## src/rtl/pwm_duty_ramper.sv

```systemverilog
// pwm_duty_ramper: slew-rate limits the duty driven to the PWM peripheral toward the SPI target
module pwm_duty_ramper #(
    parameter int DUTY_W = 8,
    parameter int STEP_W = 4,
    parameter int DIV_W  = 16
) (
    input  logic              clk,
    input  logic              rst,
    input  logic [DUTY_W-1:0] target_duty,
    input  logic [STEP_W-1:0] step,
    input  logic [DIV_W-1:0]  rate_div,
    input  logic              hold,
    output logic [DUTY_W-1:0] duty_out,
    output logic              ramping,
    output logic              done
);
    typedef enum logic [1:0] {IDLE, UP, DOWN} state_t;

    state_t            state_q, state_d;
    logic [DUTY_W-1:0] duty_q, duty_d;
    logic [DIV_W-1:0]  presc_q, presc_d;
    logic              done_q, done_d;
    logic              ramping_q, ramping_d;
    logic [DUTY_W:0]   step_ext, up_sum, dn_lim;
    logic [DUTY_W-1:0] up_next, dn_next;
    logic              tick;

    // Candidate step results, clamped at the target so they never overshoot, wrap or underflow
    always_comb begin
        step_ext = (DUTY_W + 1)'(step);
        up_sum   = {1'b0, duty_q} + step_ext;
        dn_lim   = {1'b0, target_duty} + step_ext;
        up_next  = (up_sum >= {1'b0, target_duty}) ? target_duty : up_sum[DUTY_W-1:0];
        dn_next  = ({1'b0, duty_q} <= dn_lim) ? target_duty : duty_q - DUTY_W'(step);
        tick     = presc_q >= rate_div;
    end

    // Next-state: hold freezes everything, step==0 bypasses, otherwise ramp one tick at a time
    always_comb begin
        state_d = state_q;
        duty_d  = duty_q;
        presc_d = presc_q;
        done_d  = 1'b0;
        if (hold) begin
            state_d = state_q;
        end else if (step == '0) begin
            duty_d  = target_duty;
            state_d = IDLE;
            presc_d = '0;
        end else begin
            case (state_q)
                IDLE: begin
                    if (target_duty > duty_q) begin
                        state_d = UP;
                        presc_d = '0;
                    end else if (target_duty < duty_q) begin
                        state_d = DOWN;
                        presc_d = '0;
                    end
                end
                UP: begin
                    if (target_duty == duty_q) begin
                        state_d = IDLE;
                        done_d  = 1'b1;
                    end else if (target_duty < duty_q) begin
                        state_d = DOWN;
                        presc_d = '0;
                    end else if (tick) begin
                        duty_d  = up_next;
                        presc_d = '0;
                        if (up_next == target_duty) begin
                            state_d = IDLE;
                            done_d  = 1'b1;
                        end
                    end else begin
                        presc_d = presc_q + DIV_W'(1);
                    end
                end
                DOWN: begin
                    if (target_duty == duty_q) begin
                        state_d = IDLE;
                        done_d  = 1'b1;
                    end else if (target_duty > duty_q) begin
                        state_d = UP;
                        presc_d = '0;
                    end else if (tick) begin
                        duty_d  = dn_next;
                        presc_d = '0;
                        if (dn_next == target_duty) begin
                            state_d = IDLE;
                            done_d  = 1'b1;
                        end
                    end else begin
                        presc_d = presc_q + DIV_W'(1);
                    end
                end
                default: state_d = IDLE;
            endcase
        end
        ramping_d = state_d != IDLE;
    end

    // State and output registers with synchronous reset
    always_ff @(posedge clk) begin
        if (rst) begin
            state_q   <= IDLE;
            duty_q    <= '0;
            presc_q   <= '0;
            done_q    <= 1'b0;
            ramping_q <= 1'b0;
        end else begin
            state_q   <= state_d;
            duty_q    <= duty_d;
            presc_q   <= presc_d;
            done_q    <= done_d;
            ramping_q <= ramping_d;
        end
    end

    assign duty_out = duty_q;
    assign ramping  = ramping_q;
    assign done     = done_q;
endmodule

```

## config.mk

```make
export PLATFORM = sky130hd
export DESIGN_NAME = pwm_duty_ramper
export DESIGN_NICKNAME = d
export VERILOG_FILES = /design/src/rtl/pwm_duty_ramper.sv
export SDC_FILE = /design/constraint.sdc
export NUM_CORES = 1
export LEC_CHECK = 0
export ABC_AREA = 1
export CAP_MARGIN = 20
export CORE_AREA = 2 2 96 98
export DETAILED_ROUTE_END_ITERATION = 7
export DIE_AREA = 0 0 98 100
export PLACE_DENSITY = 0.76
export SETUP_SLACK_MARGIN = 0.5
export SYNTH_ARGS = -nofsm -noshare
export SYNTH_HDL_FRONTEND = slang
export SYNTH_SLANG_ARGS = --single-unit
```

## constraint.sdc

```tcl
create_clock -name clk -period 4.7 [get_ports clk]
set_input_delay 0.705 -clock clk [delete_from_list [all_inputs] [get_ports clk]]
set_output_delay 0.705 -clock clk [all_outputs]
set_load 0.03 [all_outputs]
```

* Word-level counts from Yosys, hierarchy flattened
Index checks and enable logic that the tools add are counted.
Storage, ports and cells: register bits 28, bits of input ports 31, output and inout port bits 10, word-level logic and storage cells 76
Cells by class: add/subtract/negate cells 4, order comparisons 5, eq/ne operators 12, mux-type cells 41, bitwise logic cells 1, reduce and logical (&&, ||, !) cells 8
Operators with widths (number):
- two-way mux 16 bit | 8
- two-way mux 8 bit | 9
- case mux 16 bit (3 select lines) | 1
- == test 8 bit | 3
- two-way mux 2 bit | 12
- adder 8 x 4 -> 9 bit | 2
- != test 3 bit (second input constant) | 6
- adder 16 x 1 -> 16 bit (second input constant) | 1
- greater-or-equal comparator 16 bit | 1
- case mux 8 bit (2 select lines) | 1
- greater-or-equal comparator 9 x 8 -> 1 bit | 1
- less-or-equal comparator 8 x 9 -> 1 bit | 1
- > comparator 8 bit | 1
- less-than comparator 8 bit | 1
- two-way mux 1 bit | 8
- AND reduction 8 bit | 1
- subtractor 8 x 4 -> 8 bit | 1
- case mux 2 bit (3 select lines) | 1
- AND reduction 5 bit | 1
- logical NOT 4 bit | 1
- != test 4 bit (second input constant) | 1
- nonzero test 4 bit | 1
- nonzero test 3 bit | 1
- OR reduction 3 bit | 1
- 6 further kinds | 6

* Logic depth before layout (Yosys ltp)
depth after elaboration 12, mapped depth 33, depth with buffers taken out 32

* Worst setup path after synthesis
No wires, ideal clock.
path type input-to-reg, start input port step[0], end register ramping_q, in the netlist ramping, setup time 114 ps, arrival time 3428 ps, data required time 4586 ps, slack 1158 ps, stages 28, path buffers 1, cells stage by stage ha_1 fa_1 nand2_1 nand2_2 xor2_2 ha_1 nand2_1 nor2_1 nand2_1 nand3_1 nand2_1 nand2_1 nand2_1 buf_6 nand4_1 nand2_1 nor2_1 nand3_2 nor2_2 nand2_2 nand2_1 nand2_1 nand2_1 nand2_1 nand2_1 nand2_1 nand2_1 nand2_1
On the way: cells in the longest elaborated chain, start to end 12, elaborated cells on any way between the ends 22, those cells by class 3 x add/sub; 2 x order compare; 2 x eq/ne; 13 x mux; 2 x reduce/logical
Ends and longest elaborated chain:
- from (decl) | RTL line 10 | input logic [STEP_W-1:0] step,
- adder 8 x 4 -> 9 bit (on tied branches) | RTL line 32, 31
- less-or-equal comparator 8 x 9 -> 1 bit / greater-or-equal comparator 9 x 8 -> 1 bit (equally long branches) | RTL line 34, 33
- two-way mux 8 bit (on tied branches) | RTL line 34, 33
- == test 8 bit (on tied branches) | RTL line 89, 71
- two-way mux 2 bit (on tied branches) | RTL line 89, 71
- two-way mux 2 bit (on tied branches) | RTL line 86, 68
- two-way mux 2 bit (on tied branches) | RTL line 83, 65
- two-way mux 2 bit (on tied branches) | RTL line 80, 62
- case mux 2 bit (3 select lines) | RTL line 51 | case (state_q)
- two-way mux 2 bit (*) | RTL line 46 | end else if (step == '0) begin
- two-way mux 2 bit (*) | RTL line 44 | if (hold) begin
- nonzero test 2 bit (*) | RTL line 100 | ramping_d = state_d != IDLE;
- to (signal assigned) | RTL line 116 | ramping_q <= ramping_d;
- to (decl) | RTL line 23 | logic ramping_q, ramping_d;
Mark *: on every way between the ends. The rest lies on a longest branch, timed or not. A chain may end at the register's enable or synchronous reset.

* Final worst setup path
start input port target_duty[4], end register ramping_q, in the netlist ramping
On the way: cells in the longest elaborated chain, start to end 12, elaborated cells on any way between the ends 24, those cells by class 1 x add/sub; 4 x order compare; 3 x eq/ne; 15 x mux; 1 x reduce/logical
Ends and longest elaborated chain:
- from (decl) | RTL line 9 | input logic [DUTY_W-1:0] target_duty,
- adder 8 x 4 -> 9 bit | RTL line 32 | dn_lim = {1'b0, target_duty} + step_ext;
- less-or-equal comparator 8 x 9 -> 1 bit | RTL line 34 | dn_next = ({1'b0, duty_q} <= dn_lim) ? target_duty : duty_q - DUTY_W'(step);
- two-way mux 8 bit | RTL line 34
- == test 8 bit | RTL line 89 | if (dn_next == target_duty) begin
- two-way mux 2 bit | RTL line 89
- two-way mux 2 bit | RTL line 86 | end else if (tick) begin
- two-way mux 2 bit | RTL line 83 | end else if (target_duty > duty_q) begin
- two-way mux 2 bit | RTL line 80 | if (target_duty == duty_q) begin
- case mux 2 bit (3 select lines) (*) | RTL line 51
- two-way mux 2 bit (*) | RTL line 46
- two-way mux 2 bit (*) | RTL line 44
- nonzero test 2 bit (*) | RTL line 100
Marks and branches as above.

==> results.md <==
- Status: finished clean
- Comb power frac: 0.535
- Setup TNS: 0 ps
- Gpl congestion: about 0.96
- Initial antenna violation count: 0
- CP startpoint kind: primary input
- Pleak: around 2.3 nW
- Root Driver: clkbuf_8
- Syn Inst Count: a little over 600
- Post-Synthesis Net Count: approximately 700
- Worst path required time: 4890 ps
- Final period util: 0.8326
- I/O Pins: slightly above 40
- CTS buffer count: 3
- GRT Residual Overflow: 0
- Critical path fanouts, max: 8
- Iter 0 DRT Violations: 470
- Synth warn: 0
- Net Sw Power: approximately 0.00045 W
- Largest net degree at the start of global routing: 18
- Max-cap violations: 0
- Buf/Inv on CP: 4
- Detailed Place HPWL: approximately 8800 um
- Final ANT Viol Nets: 0
- Nets: about 750
- Yosys reg bits: 28
- Share of the synthesized area in the top cell type: 0.1845
- Die area: approximately 9800 um2
- Global-route wire length before repair: roughly 18000 um
- N_diodes: 0
- Port Buf Inserts: 40
- Sw frac: 0.4374
- Fillers: between 800 and 900
- Worst-Skew Late Latency: 290 ps
- Clock transition at the registers of the reported paths: between 100 and 150 ps
- Delay-heaviest family, CP: simple AND/OR/NAND/NOR gates
- GRT Total Usage: 0.2225
- RSZ-0062 raised after global routing: false
- Sequential Power Share: 0.265
- PwrDens: between 200 and 250 nW/um2
- Post-synth top area cell: ha_1
- Slowest-stage cell, CP: clkdlybuf4s50_1
- Cts hold-fix bufs: 0
- Setup violation total in the final timing report: 0
- Post-synth EDFFs: 0
- Tmin final: a little under 4000 ps
- Max frequency: 255.6 MHz
- Top FF cell, synth: dfxtp_1
- Starting Density: 0.4348
- Rel. slew slack: 0.6409
- Synth async-reset ratio: 0
- Routed vias: 4245
- Max clock buf depth: 2
- Avg Cell Area, Syn: about 6.3 um2
- Post-synth cell types: just over 40
- Die height: roughly 100 um
- Worst path most repeated cell: nand2_1
- Slew @ Worst Pin: ~540 ps
- Critical path endpoint category: flop
- Max VDD drop: 0.1104 mV
- Post-Syn Area: around 3900 um2
- Internal power: between 0.0005 and 0.0006 W
- Slew Viols, Final: 0
- Avg Vias per Cell: about 5.5
- Arr. time, crit path: 4100 ps
- Register area share after synthesis: 0.1450
- Hold Path Class: flop to flop
- Layout cells sized above 1: 0.08801
- CP Class: primary input to flop
- Vias in the first global route: about 3900
- Die width: 98 um
- Number of core rows: 35
- Leading post-synthesis cells by cell area: ha_1, dfxtp_1, nand2_1
- Mean routed wirelength per cell: 14.81 um
- Total Routed Length: 11400 um
- Synthesis-to-finish area growth: 19.36%
- Worst Skew: ~1.6 ps
- TritonCTS clock tree: built
- Final Power: 0.001018 W
- Area of the core: roughly 9000 um2
- Clk pwr share: 0.200
- # DRC: 0
- Max stage delay on crit path: ~650 ps
- Initial DRT Pass Iterations: 6
- H-tree depth: 1
- Clock sink total: 28
- Final hold viol count: 0
==> Yosys cell counts, types with 8 or more instances <==
master,count
nand2_1,145
inv_1,97
ha_1,57
nor2_1,50
nand3_1,40
a21oi_1,37
nand4_1,35
dfxtp_1,28
o21ai_0,28
o211ai_1,15
nor3_1,8
xor2_1,8
==> sequential cells by signal, indices dropped and copies added, names as in the netlist <==
register	cells
duty_out	8
state_q	2
presc_q	16
done	1
ramping	1
==> kinds of logic after synthesis <==
family                   after synthesis  share of synthesized area
buffers and inverters                115                     0.1224
AND/OR/NAND/NOR                      299                     0.3551
XOR/XNOR                              14                    0.03367
AO/OA/AOI/OAI                         94                     0.1437
flip-flops                            28                     0.1450
adder cells (fa/ha/maj)               60                     0.2001
==> layout make-up <==
type | instances | area (um2) | share of cell area
clock buffer | 3 | 41.29 | 0.008950
inverter | 101 | 382.9 | 0.08299
clock inverter | 1 | 30.03 | 0.006509
tap | 111 | 138.9 | 0.03011
multi-input combinational | 467 | 2893 | 0.6271
sequential | 28 | 560.5 | 0.1215
timing repair buffer | 59 | 566.8 | 0.1229
==> final timing paths <==
| kind | from | end | slack, ps | depth (start not counted) |
|---|---|---|---|---|
| max | target_duty[4] | ramping$_SDFF_PP0_ | 790 | 28 |
| min reg2reg | presc_q[8]$_SDFFE_PP0P_ | presc_q[8]$_SDFFE_PP0P_ | 510 | 2 |
| min | presc_q[8]$_SDFFE_PP0P_ | presc_q[8]$_SDFFE_PP0P_ | 510 | 2 |
| max reg2reg | duty_out[0]$_SDFFE_PP0P_ | ramping$_SDFF_PP0_ | 1210 | 28 |
==> stage by stage <==
| stage | cells | cell area [um2] | setup slack (ps) | util | hold WS, ps |
|---|---|---|---|---|---|
| after floorplan | 610 | 3865 | 1158 | - | 461.1 |
| after global placement | 759 | 4400 | 319.8 | 0.4950 | 486.0 |
| after detailed placement | 759 | 4400 | 246.3 | 0.4950 | 491.2 |
| after CTS | 763 | 4472 | 530.5 | 0.5030 | 508.4 |
| after global routing | 770 | 4613 | 525.0 | 0.5189 | 535.9 |
| final | 770 | 4613 | 787.0 | 0.5189 | 505.5 |
==> power groups by stage <==
| stage | clock (W) | combinational, W | sequential, W |
|---|---|---|---|
| after global placement | 0 | 0.000494 | 0.000274 |
| final | 0.000204 | 0.000545 | 0.000269 |
| after global routing | 0.000217 | 0.000604 | 0.000272 |
| after CTS | 0.000207 | 0.000504 | 0.000270 |
| after detailed placement | 0 | 0.000500 | 0.000275 |
| after floorplan | 0 | 0.000342 | 0.000283 |
==> cells in the final DEF (no fill, tap or decap), types with 3 or more instances in the layout <==
master	count
nor2_1	49
inv_1	96
a21oi_1	36
buf_4	18
nor2_2	6
ha_2	3
nand3_2	3
nand4_1	35
o211ai_1	15
clkdlybuf4s50_1	32
nand3_1	38
xnor2_1	5
inv_2	3
clkbuf_8	3
a211oi_1	3
ha_1	52
xor2_1	8
nand2_1	143
dlymetal6s2s_1	8
o21ai_0	28
nand2_2	5
nor3_1	8
dfxtp_1	28
==> layer usage <==
layer | vias up | global-route usage | share of wire
li1 | 2133 | - | -
met1 | 1886 | 0.2706 | 0.42
met2 | 192 | 0.4104 | 0.49
met3 | 34 | 0.02577 | 0.057
met4 | 0 | 0.06944 | 0.027
met5 | - | 0 | 0
==> tightest hold or removal path: stages, from the launching register on <==
cell and delay (ps):
dfxtp_1 350, nand2_1 70, a21oi_1 50
==> what timing repair did <==
action / in CTS / in global routing
setup endpoints to repair: 0 / 9
resized for setup: 0 / 23
buffers inserted: 0 / 7
No activity file was read; power rests on OpenSTA's default activity.
